<file path="src/rtl/alu_pkg.sv">
`default_nettype none
// ============================================================================
// Module  : alu_pkg
// Purpose : Shared constants and types for the 4-bit registered ALU.
//           Holds the datapath width, the opcode encodings selected by
//           {S1,S0}, and the packed bundle of registered ALU results.
// Ports   : none (package)
// Revision: 1.0 - initial release
// ============================================================================
package alu_pkg;

    // Datapath width; the block is fixed at 4 bits.
    localparam int ALU_W = 4;

    // Opcode encodings, indexed by {S1,S0}.
    localparam logic [1:0] OP_AND = 2'b00;
    localparam logic [1:0] OP_ADD = 2'b01;
    localparam logic [1:0] OP_CMP = 2'b10;
    localparam logic [1:0] OP_SUB = 2'b11;

    // Everything the output register stage holds, kept together so the
    // "clear what the current opcode does not own" rule is a single '0.
    typedef struct packed {
        logic [ALU_W-1:0] sum;
        logic             carry;
        logic             greater;
        logic             lesser;
        logic             equal;
        logic [ALU_W-1:0] and_r;
    } alu_res_t;

endpackage : alu_pkg
`default_nettype wire

</file>
<file path="src/rtl/alu_addsub.sv">
`default_nettype none
// ============================================================================
// Module  : alu_addsub
// Purpose : Combinational ripple-carry adder/subtractor.
//           sub_i = 0 : {cout_o,sum_o} = a_i + b_i
//           sub_i = 1 : {cout_o,sum_o} = a_i + ~b_i + 1  (cout_o = no borrow)
// Ports   :
//   a_i    [ALU_W-1:0] in  : operand A
//   b_i    [ALU_W-1:0] in  : operand B
//   sub_i              in  : 1 selects subtraction
//   sum_o  [ALU_W-1:0] out : sum / difference, modulo 2**ALU_W
//   cout_o             out : carry out of the most significant bit
// Revision: 1.0 - initial release
// ============================================================================
module alu_addsub
    import alu_pkg::*;
(
    input  logic [ALU_W-1:0] a_i,
    input  logic [ALU_W-1:0] b_i,
    input  logic             sub_i,
    output logic [ALU_W-1:0] sum_o,
    output logic             cout_o
);

    // Carry chain; the carry-in doubles as the "+1" of two's-complement
    // subtraction, so the same sub_i bit that inverts B also seeds it.
    logic [ALU_W:0] w_c;

    assign w_c[0] = sub_i;

    for (genvar gi = 0; gi < ALU_W; gi++) begin : g_bit
        logic w_b;
        assign w_b         = b_i[gi] ^ sub_i;
        assign sum_o[gi]   = a_i[gi] ^ w_b ^ w_c[gi];
        assign w_c[gi + 1] = (a_i[gi] & w_b) | (w_c[gi] & (a_i[gi] ^ w_b));
    end

    assign cout_o = w_c[ALU_W];

endmodule : alu_addsub
`default_nettype wire

</file>
<file path="src/rtl/alu.sv">
`default_nettype none
// ============================================================================
// Module  : alu
// Purpose : Registered 4-bit ALU. Opcode {S1,S0} selects AND, ADD, CMP or
//           SUB; operands are sampled on the rising edge of clk and every
//           result is a flop, giving a fixed latency of one cycle. Outputs
//           that do not belong to the selected operation register as 0.
// Ports   :
//   clk             in  : rising-edge clock
//   rst_n           in  : asynchronous active-low reset, clears all outputs
//   S0, S1          in  : opcode bits (00 AND, 01 ADD, 10 CMP, 11 SUB)
//   A, B      [3:0] in  : unsigned operands
//   addersubtractor [3:0] out : sum or difference
//   carry           out : adder carry-out (for SUB: 1 = no borrow)
//   greater         out : A > B  (CMP only)
//   lesser          out : A < B  (CMP only)
//   equal           out : A == B (CMP only)
//   And       [3:0] out : A & B  (AND only)
// Revision: 1.0 - initial release
// ============================================================================
module alu
    import alu_pkg::*;
(
    input  logic             clk,
    input  logic             rst_n,
    input  logic             S0,
    input  logic             S1,
    input  logic [ALU_W-1:0] A,
    input  logic [ALU_W-1:0] B,
    output logic [ALU_W-1:0] addersubtractor,
    output logic             carry,
    output logic             greater,
    output logic             lesser,
    output logic             equal,
    output logic [ALU_W-1:0] And
);

    logic [1:0]       w_op;
    logic             w_sub;
    logic [ALU_W-1:0] w_sum;
    logic             w_cout;

    alu_res_t res_d;
    alu_res_t res_q;

    assign w_op  = {S1, S0};
    assign w_sub = (w_op == OP_SUB);

    // ADD and SUB share one adder; only the invert/carry-in control differs.
    alu_addsub u_addsub (
        .a_i    (A),
        .b_i    (B),
        .sub_i  (w_sub),
        .sum_o  (w_sum),
        .cout_o (w_cout)
    );

    // Next-state selection. Starting from all-zero means every field the
    // opcode does not own is cleared without listing it per branch.
    always_comb begin
        res_d = '0;
        case (w_op)
            OP_AND: begin
                res_d.and_r = A & B;
            end
            OP_ADD, OP_SUB: begin
                res_d.sum   = w_sum;
                res_d.carry = w_cout;
            end
            OP_CMP: begin
                res_d.greater = (A > B);
                res_d.lesser  = (A < B);
                res_d.equal   = (A == B);
            end
            default: begin
                res_d = '0;
            end
        endcase
    end

    // Single output register stage.
    always_ff @(posedge clk or negedge rst_n) begin
        if (!rst_n) begin
            res_q <= '0;
        end else begin
            res_q <= res_d;
        end
    end

    assign addersubtractor = res_q.sum;
    assign carry           = res_q.carry;
    assign greater         = res_q.greater;
    assign lesser          = res_q.lesser;
    assign equal           = res_q.equal;
    assign And             = res_q.and_r;

endmodule : alu
`default_nettype wire

</file>
<file path="config.mk">
export PLATFORM = sky130hd
export DESIGN_NAME = alu
export DESIGN_NICKNAME = d
export VERILOG_FILES = /design/src/rtl/alu_pkg.sv /design/src/rtl/alu_addsub.sv /design/src/rtl/alu.sv
export SDC_FILE = /design/constraint.sdc
export NUM_CORES = 1
export LEC_CHECK = 0
export BUFFER_PORTS_ARGS = -buffer_cell sky130_fd_sc_hd__buf_2
export CORE_MARGIN = 5
export CORE_UTILIZATION = 45
export CTS_BUF_LIST = sky130_fd_sc_hd__clkbuf_4
export DETAILED_ROUTE_END_ITERATION = 6
export PLACE_DENSITY = 0.74
export SLEW_MARGIN = 10
export SYNTH_ARGS = -nofsm -noshare
export SYNTH_HDL_FRONTEND = slang
export SYNTH_SLANG_ARGS = --single-unit
</file>
<file path="constraint.sdc">
create_clock -name clk -period 1.18 [get_ports clk]
set_clock_uncertainty 0.05 [all_clocks]
set_input_delay 0.177 -clock clk [delete_from_list [all_inputs] [get_ports clk]]
set_output_delay 0.177 -clock clk [all_outputs]
set_load 0.05 [all_outputs]
</file>
==> flow_metrics.env <==
export IMPL_status="finished with violations"
export IMPL_violations="negative setup slack"
export IMPL_yosysWarnings=0
export IMPL_min_path_type="primary input to flop"
export IMPL_endpoint_kind="flop"
export IMPL_drive_gt1_share_pct=53.2
export IMPL_grt_use_met3_pct=3.36
export IMPL_drt_iter0_drc=5
export IMPL_netlist_area_sq_um=664
export IMPL_critPathKind="primary input to flop"
export IMPL_antenna_found_initial=0
export IMPL_crit_required_ns=1.27
export IMPL_avgRoutedWirePerCell_um=10.6
export IMPL_fmax_mhz=638
export IMPL_rsz0062_at_grt="yes"
export IMPL_fin_area_sq_um=996
export IMPL_grtUsageMet2_pct=18.3
export IMPL_use_met1_pct=14.8
export IMPL_grt_usage_pct=11.9
export IMPL_crit_arrival_ns=1.66
export IMPL_area_growth_synth_to_final_pct=49.9
export IMPL_n_antenna_cell=0
export IMPL_grt_busiest_layer="met2"
export IMPL_place_inst=105
export IMPL_dr_pass1_iters=4
export IMPL_placed_area_sq_um=921
export IMPL_power_density_mw_per_mm2=1040
export IMPL_grt_pass1_vias=526
export IMPL_layout_commonest_cell="buf_2"
export IMPL_wirelength_um=1150
export IMPL_crit_path_start_kind="primary input"
export IMPL_yosysSeqAreaShare_pct=45.2
export IMPL_rows=13
export IMPL_relSlewSlack_pct=83.8
export IMPL_path_clk_slew_ns=0.06
export IMPL_cts_buffers=3
export IMPL_fin_ws_ns=-0.387
export IMPL_irDropWorstVdd_mv=0.390
export IMPL_critPathMaxFanout=3
export IMPL_grt_pass1_wl_um=2240
export IMPL_core_sq_mm=0.00135
export IMPL_final_nets=119
export IMPL_drv_cap=0
export IMPL_start_util_pct=49.2
export IMPL_fin_util_pct=73.8
export IMPL_p_leak_nw=0.554
export IMPL_clock_sinks=12
export IMPL_ys_ff_latch=12
export IMPL_die_h_um=48.4
export IMPL_worst_pin_slew_ns=0.243
export IMPL_dp_hpwl_um=1010
export IMPL_io_buffers=23
export IMPL_synth_area_per_cell_sq_um=11.9
export IMPL_clk_path_buf_depth=2
export IMPL_min_to="And[3]"
export IMPL_grt_max_degree=13
export IMPL_ant_nets=0
export IMPL_gr_total_overflow=0
export IMPL_place_congestion=0.784
export IMPL_period_needed_ns=1.57
export IMPL_slew_viol_final=0
export IMPL_final_cell_mix="buf_2, dfrtp_1, buf_4"
export IMPL_drc=0
export IMPL_syn_nets=79
export IMPL_whs_path_depth=3
export IMPL_period_share_pct=133
export IMPL_final_setup_tns_ns=-0.815
export IMPL_viasPerCell=4.52
export IMPL_vias=493
export IMPL_syn_instance_count=56
export IMPL_synth_cell_types=14
export IMPL_worstHoldStart="B[3]"
export IMPL_cts_root_buf="clkbuf_4"
export IMPL_die_x_um=48.4
export IMPL_cts_tree="done"
export IMPL_layoutNonFillerInstCount=109
export IMPL_setup_viol=3
export IMPL_cts_setup_buffers=0
export IMPL_dieArea_sq_mm=0.00234
export IMPL_pre_cts_ws_ns=-0.706
export IMPL_num_io_pins=24
export IMPL_hold_viol=0
export IMPL_htreeDepth=1
sequential cells by signal, indices dropped and copies added (netlist names):
| register | flops |
|---|---|
| lesser | 1 |
| carry | 1 |
| addersubtractor | 4 |
| equal | 1 |
| greater | 1 |
| And | 4 |
cells in the mapped netlist, drive strengths merged:
cell | n | area, sq um
fa | 3 | 60.1
nand2 | 1 | 3.75
nor2 | 3 | 11.3
ha | 8 | 100
nand4 | 1 | 6.26
a21oi | 3 | 15.0
inv | 8 | 30.0
o211ai | 1 | 12.5
and3b | 1 | 8.76
nand2b | 2 | 27.5
and2 | 5 | 31.3
xnor2 | 3 | 26.3
dfrtp | 12 | 300
nor2b | 5 | 31.3
what timing repair did:
item,4_1_cts,5_1_grt
endpoints found under the hold margin,12,0
pin swaps,4,1
resized for setup,11,0
setup endpoints to repair,3,3
hold buffers,1,0
worst max-delay path by stage:
| stage | start | endpoint | slack [ns] | cells past startpoint |
|---|---|---|---|---|
| after floorplan | S0 | addersubtractor[3] | -0.47 | 9 |
| after global placement | S0 | addersubtractor[3] | -0.65 | 10 |
| after detailed placement | S0 | addersubtractor[3] | -0.71 | 10 |
| after CTS | S1 | addersubtractor[3] | -0.39 | 9 |
| after global routing | S1 | addersubtractor[3] | -0.42 | 9 |
| final | S1 | addersubtractor[3] | -0.39 | 9 |
routing by layer:
layer	wire, um	vias up
li1	-	250
met1	490	226
met2	563	15
met3	80	2
met4	19	0
met5	0	-
cell families after synthesis:
logic type,Yosys count,synth area share [%]
AND/OR/NAND/NOR,18,18.1
buffers and inverters,8,4.52
XOR/XNOR,3,3.96
flip-flops,12,45.2
adder cells (fa/ha/maj),11,24.1
AO/OA/AOI/OAI,4,4.14
worst max-delay path, cell delays in order:
cell and delay (ns):
buf_8 0.09, nand2_8 0.06, xnor2_4 0.12, fa_2 0.35, inv_2 0.06, fa_2 0.18, inv_2 0.04, fa_1 0.53
nor2b_1 0.05
where the power goes:
group | switching (mW) | total, mW | internal (mW) | leakage [nW]
clock | 0.106 | 0.223 | 0.117 | 0.0138
sequential | 0.00485 | 0.445 | 0.440 | 0.160
combinational | 0.225 | 0.370 | 0.145 | 0.380
total | 0.336 | 1.04 | 0.703 | 0.554
metrics by stage:
step                      hold slack [ns]  power, mW
after global routing                0.235       1.10
after CTS                           0.218       1.05
after floorplan                    -0.169      0.674
final                               0.222       1.04
after global placement           0.000224      0.795
after detailed placement          0.00691      0.802
area by class of cell:
cell class                      instances  area [sq um]
Clock buffer                            3          22.5
Fill cell                              97           354
Inverter                                8          32.5
Multi-Input combinational cell         36           388
Sequential cell                        12           300
Tap cell                               15          18.8
Timing Repair Buffer                   35           234
No activity file was read; power rests on OpenSTA's default activity.
